`src/rtl/hazard_tnew_ctrl.sv`:
```
// Producer side of the forwarding network.
// Carries each instruction's write info (A3, WE, Tnew) down the E/M/W stages.
// Compares the D-stage Tuse values against in-flight Tnew and raises a stall.
// Also tracks the multiply/divide unit's busy window and holds back D-stage
// instructions that depend on it.
module hazard_tnew_ctrl #(
    parameter int MULT_LAT = 5,
    parameter int DIV_LAT  = 10
) (
    input  logic       clk,
    input  logic       reset,
    input  logic [4:0] D_rs,
    input  logic [4:0] D_rt,
    input  logic       D_use_rs,
    input  logic       D_use_rt,
    input  logic [1:0] D_Tuse_rs,
    input  logic [1:0] D_Tuse_rt,
    input  logic [4:0] D_A3,
    input  logic       D_WE,
    input  logic [1:0] D_Tnew,
    input  logic       D_md_start,
    input  logic       D_md_div,
    input  logic       D_md_use,
    output logic       stall,
    output logic [4:0] E_A3,
    output logic [4:0] M_A3,
    output logic [4:0] W_A3,
    output logic       E_WE,
    output logic       M_WE,
    output logic       W_WE,
    output logic [1:0] E_Tnew,
    output logic [1:0] M_Tnew,
    output logic       md_busy
);

    localparam int MAXLAT = (MULT_LAT > DIV_LAT) ? MULT_LAT : DIV_LAT;
    localparam int CW     = $clog2(MAXLAT + 1);

    logic          E_md_q;
    logic          E_div_q;
    logic [CW-1:0] cnt_q, cnt_d;
    logic [1:0]    e_tnew_dec;
    logic          stall_rs, stall_rt, stall_md;

    // Tnew counts down one per stage but never wraps below zero
    assign e_tnew_dec = (E_Tnew == 2'd0) ? 2'd0 : E_Tnew - 2'd1;

    // A source register stalls only if a producer in E or M still needs more
    // cycles than the consumer can wait; $0 is never a real dependency
    assign stall_rs = D_use_rs && (D_rs != 5'd0) &&
                      ((E_WE && (E_A3 == D_rs) && (E_Tnew > D_Tuse_rs)) ||
                       (M_WE && (M_A3 == D_rs) && (M_Tnew > D_Tuse_rs)));
    assign stall_rt = D_use_rt && (D_rt != 5'd0) &&
                      ((E_WE && (E_A3 == D_rt) && (E_Tnew > D_Tuse_rt)) ||
                       (M_WE && (M_A3 == D_rt) && (M_Tnew > D_Tuse_rt)));

    // The op sitting in E has not loaded the counter yet, so it counts as busy too
    assign md_busy  = (cnt_q != '0);
    assign stall_md = D_md_use && (E_md_q || md_busy);
    assign stall    = stall_rs || stall_rt || stall_md;

    // MD busy counter: a new op in E reloads it (back-to-back ops restart the window)
    always_comb begin
        cnt_d = cnt_q;
        if (E_md_q)
            cnt_d = E_div_q ? CW'(DIV_LAT) : CW'(MULT_LAT);
        else if (cnt_q != '0)
            cnt_d = cnt_q - CW'(1);
    end

    // Pipeline registers: a stall injects an all-zero bubble into E
    always_ff @(posedge clk or posedge reset) begin
        if (reset) begin
            E_A3    <= 5'd0;
            E_WE    <= 1'b0;
            E_Tnew  <= 2'd0;
            E_md_q  <= 1'b0;
            E_div_q <= 1'b0;
            M_A3    <= 5'd0;
            M_WE    <= 1'b0;
            M_Tnew  <= 2'd0;
            W_A3    <= 5'd0;
            W_WE    <= 1'b0;
            cnt_q   <= '0;
        end else begin
            if (stall) begin
                E_A3    <= 5'd0;
                E_WE    <= 1'b0;
                E_Tnew  <= 2'd0;
                E_md_q  <= 1'b0;
                E_div_q <= 1'b0;
            end else begin
                E_A3    <= D_A3;
                E_WE    <= D_WE && (D_A3 != 5'd0);
                E_Tnew  <= D_Tnew;
                E_md_q  <= D_md_start;
                E_div_q <= D_md_start && D_md_div;
            end
            M_A3   <= E_A3;
            M_WE   <= E_WE;
            M_Tnew <= e_tnew_dec;
            W_A3   <= M_A3;
            W_WE   <= M_WE;
            cnt_q  <= cnt_d;
        end
    end

endmodule
```
`config.mk`:
```
export PLATFORM = sky130hd
export DESIGN_NAME = hazard_tnew_ctrl
export DESIGN_NICKNAME = d
export VERILOG_FILES = /design/src/rtl/hazard_tnew_ctrl.sv
export SDC_FILE = /design/constraint.sdc
export NUM_CORES = 1
export LEC_CHECK = 0
export CORE_MARGIN = 2
export CORE_UTILIZATION = 46
export DETAILED_ROUTE_END_ITERATION = 8
export MAX_ROUTING_LAYER = met4
export PLACE_DENSITY = 0.83
export SLEW_MARGIN = 25
export SYNTH_ARGS = -nofsm -noshare
export SYNTH_HDL_FRONTEND = slang
export SYNTH_SLANG_ARGS = --single-unit
```
`constraint.sdc`:
```
create_clock -name clk -period 3.2 [get_ports clk]
set_input_delay 0.64 -clock clk [delete_from_list [all_inputs] [get_ports clk]]
set_output_delay 0.64 -clock clk [all_outputs]
set_load 0.01 [all_outputs]
```
==> PnR_summary.wiki <==
{| class="wikitable"
! Metric !! Value
|-
| Top_reg_cell synth || sky130_fd_sc_hd__dfrtp_1
|-
| DRC violation total after the first TritonRoute iteration || 46
|-
| Number of enable-type register cells in the synthesized netlist || 0
|-
| Flops & latches, synth || 28
|-
| Startpoint types || input port
|-
| Combinational group share of total power || 35.8%
|-
| Worst R2R Start || cnt_q[0]
|-
| GR Util All Layers || 20.7%
|-
| Post CTS Setup Buffer Count || 0
|-
| Minimum clock period || 3100 ps
|-
| Area share of the leading cell type in the synthesized netlist || 50.9%
|-
| First-pass GRT wire length || 5090 um
|-
| Number of global-route vias before repair || 1178
|-
| Nature of the critical path endpoint || output port
|-
| Final std cells w/o fill || 214
|-
| Class of the most critical setup path || in2out
|-
| Worst setup timing slack at the placement stage || -412 ps
|-
| Sequential fraction of design power || 49.4%
|-
| Worst clock skew || 10.6 ps
|-
| Endpoint of the worst-slack reg-to-reg timing path || E_div_q
|-
| Cell Area, Synth || about 1400 sq um
|-
| Clk_lat worst skew || 330 ps
|-
| Clock Pin Slew Worst Setup and Hold Paths || 130 ps
|-
| Capturing element of the worst setup path || stall
|-
| Average size of a mapped cell || about 11 sq um
|-
| Vias || 1129
|-
| Depth of the worst register-to-register path || 8
|-
| Internal portion of total power || 0.649 mW
|-
| Leakage power || 0.872 nW
|-
| Maximum number of pins on one net before global-route repair || 29
|-
| Areal power density over the cells || 473 nW/um^2
|-
| Critical Path Fanout Max || 2
|-
| Synth Warn # || 0
|-
| Grt total ovfl || 0
|-
| Number of filler instances in the final layout || about 220
|-
| Final-report max-slew violation count || 0
|-
| Post-detailed-route DRC marker count || 4
|-
| Sequential cell area || 701 sq um
|-
| Placed Instances || 211
|-
| Layout overhead on the synthesized area || 44.6%
|-
| Cell accounting for the most synthesized area || sky130_fd_sc_hd__dfrtp_1
|-
| Max-Slew Margin vs Limit || 70.1%
|-
| CTS H-tree lvls || 1
|-
| Root buffer cell || sky130_fd_sc_hd__clkbuf_4
|-
| TritonCTS clock tree || yes
|-
| Core Rows || 19
|-
| Hold Fails Final Rpt || 0
|-
| Input/output buffers || 52
|-
| DP Area || 1960 sq um
|-
| Peak supply drop || ~0.32 mV
|-
| Maximum cell stage delay along the critical path || 460 ps
|-
| Final design area excluding fillers || 1990 sq um
|-
| MaxCap Viol Count || 0
|-
| Worst hold path stage count || 0
|-
| N_diodes || 0
|-
| Wire length after detailed routing || 3160 um
|-
| Top area cells in the synthesized netlist || sky130_fd_sc_hd__dfrtp_1, sky130_fd_sc_hd__xnor2_1, sky130_fd_sc_hd__ha_1, sky130_fd_sc_hd__and2_1, sky130_fd_sc_hd__inv_1
|-
| Worst path arrival time || 2460 ps
|-
| Fraction of layout instances using a drive strength above 1 || 6.56%
|-
| Switching Share || 31.1%
|-
| Total nets after synthesis || between 150 and 200
|-
| Worst-case clock buffer depth || 2
|-
| Routed WL per cell || 14.8 um
|-
| Violated checks || design-rule violations
|-
| Synth cell types || 27
|-
| Gpl congestion || 0.885
|-
| Asr flop ratio synth || 100%
|-
| Ports placed on the boundary || 53
|-
| Total clock buffers created by CTS || 3
|-
| Fmax || between 300 and 400 MHz
|-
| Final net count || 224
|-
| Setup violation total in the final timing report || 0
|-
| Number of vias per cell || 5.28
|-
| Status || finished, violations left
|-
| Setup tns final || 0 ps
|-
| Reg2Reg Setup Slack || 1100 ps
|-
| CP Data Required Time || between 2000 and 3000 ps
|-
| Cell type of the slowest stage on the worst timing path || sky130_fd_sc_hd__clkdlybuf4s50_1
|-
| Post-route clock period utilization || 97.0%
|-
| X dimension of the die || ~59 um
|-
| Minimum setup slack in the final design || 96.9 ps
|-
| Overall die height || just under 60 um
|-
| Post-synthesis instance total || roughly 120
|-
| Clock Sinks || 28
|-
| Total area of multi-input combinational cells || 627 sq um
|-
| Count of antenna-violating nets left after detailed routing || 0
|-
| Portion of total power attributed to the clock network || around 15%
|-
| Post-detailed-placement half-perimeter wirelength || 2580 um
|-
| Power spent charging and discharging nets || about 0.29 mW
|-
| Worst path cell trace || clkdlybuf4s50_1 -> inv_1 -> ha_1 -> nand2_1 -> nand3_1 -> nor4_1 -> o221ai_1 -> and3_4 -> inv_2 -> clkbuf_2
|-
| Total core area || 2810 sq um
|-
| Worst-margin pin slew || ~450 ps
|-
| Hold WC Path Type || reg2reg
|-
| Number of buffers inserted for hold repair after clock tree synthesis || 0
|-
| Die outline area || 3450 sq um
|-
| Initial antenna violation count || 0
|-
| Final cell utilization of the core || 71.0%
|-
| Fraction of the yosys area taken by sequential cells || approximately 51%
|-
| DR pass1 iterations || 6
|-
| Starting utilization of the core area || between 40% and 50%
|-
| Source of the critical timing path || D_Tuse_rt[1]
|}
-- area by class of cell --
| class | instances | share of cell area, % |
|---|---|---|
| Multi-Input combinational cell | 82 | 31.5 |
| Clock buffer | 3 | 1.13 |
| Tap cell | 31 | 1.95 |
| Sequential cell | 28 | 35.2 |
| Timing Repair Buffer | 57 | 27.8 |
| Inverter | 13 | 2.45 |
-- placed cells by master, fill, tap and decap left out, drive strengths merged --
master,n
a21boi,1
a21o,1
a21oi,5
and2,9
and3,2
buf,5
clkbuf,4
clkdlybuf4s50,51
dfrtp,28
ha,10
inv,13
nand2,3
nand2b,1
nand3,6
nand4,1
nor2,2
nor2b,1
nor3,1
nor3b,1
nor4,4
o21a,2
o21ai,3
o221ai,2
o31ai,1
or3,1
or4,3
xnor2,17
xor2,5
-- kinds of logic after synthesis --
group / Yosys count / share of synthesized area (%)
flip-flops: 28 / 50.9
buffers and inverters: 14 / 4.36
AO/OA/AOI/OAI: 15 / 6.91
XOR/XNOR: 22 / 14.0
AND/OR/NAND/NOR: 35 / 14.7
adder cells (fa/ha/maj): 10 / 9.09
-- through the flow --
stage	power [mW]	hold slack (ps)
2_1_floorplan	0.650	447
5_1_grt	1.01	477
3_3_place_gp	0.790	434
6_report	0.942	471
3_5_place_dp	0.811	441
4_1_cts	0.951	471
-- what timing repair did --
action / CTS / global route
resized for setup: 3 / 2
endpoints found under the setup margin: 1 / 1
pin swaps: 1 / 0
hold endpoints to repair: 0 / 0
gates cloned: 0 / 0
-- per-layer routing --
layer	GRT usage [%]	routed length, um
met3	2.86	218
met1	22.6	1170
met4	10.7	84
met5	-	0
met2	36.4	1680
-- state kept, by name, indices dropped and copies added, names as in the netlist, 2 cells and up --
signal  cells
W_A3        5
E_A3        5
E_Tnew      2
cnt_q       4
M_A3        5
M_Tnew      2
-- cell usage after synthesis, types with 2 or more instances --
cell	instances
sky130_fd_sc_hd__dfrtp_1	28
sky130_fd_sc_hd__xnor2_1	17
sky130_fd_sc_hd__inv_1	12
sky130_fd_sc_hd__ha_1	10
sky130_fd_sc_hd__and2_1	9
sky130_fd_sc_hd__nand3_1	6
sky130_fd_sc_hd__a21oi_1	5
sky130_fd_sc_hd__xor2_1	5
sky130_fd_sc_hd__nor4_1	4
sky130_fd_sc_hd__nand2_1	3
sky130_fd_sc_hd__o21ai_0	3
sky130_fd_sc_hd__or4_1	3
sky130_fd_sc_hd__and3_1	2
sky130_fd_sc_hd__nor2_1	2
sky130_fd_sc_hd__o21a_1	2
sky130_fd_sc_hd__o221ai_1	2
-- worst min path at each step --
stage	from	to	slack [ps]
4_1_cts	E_WE	M_WE	470
5_1_grt	E_WE	M_WE	480
3_3_place_gp	E_WE	M_WE	430
2_1_floorplan	E_WE	M_WE	450
3_5_place_dp	E_WE	M_WE	440
6_report	E_WE	M_WE	470
-- power by group through the flow --
stage                     combinational [mW]  sequential, mW  clock, mW
after CTS                              0.341           0.465      0.145
after global routing                   0.375           0.473      0.160
final                                  0.337           0.465      0.139
after detailed placement               0.339           0.472          0
after global placement                 0.325           0.465          0
after floorplan                        0.178           0.472          0
-- worst max-delay path, delay by kind of cell --
kind | cells | cell delay, ps
fa+ha+maj | 1 | 310
buf+inv | 4 | 690
simple gates | 4 | 620
compound gates | 1 | 200
No activity file was read; power rests on OpenSTA's default activity.
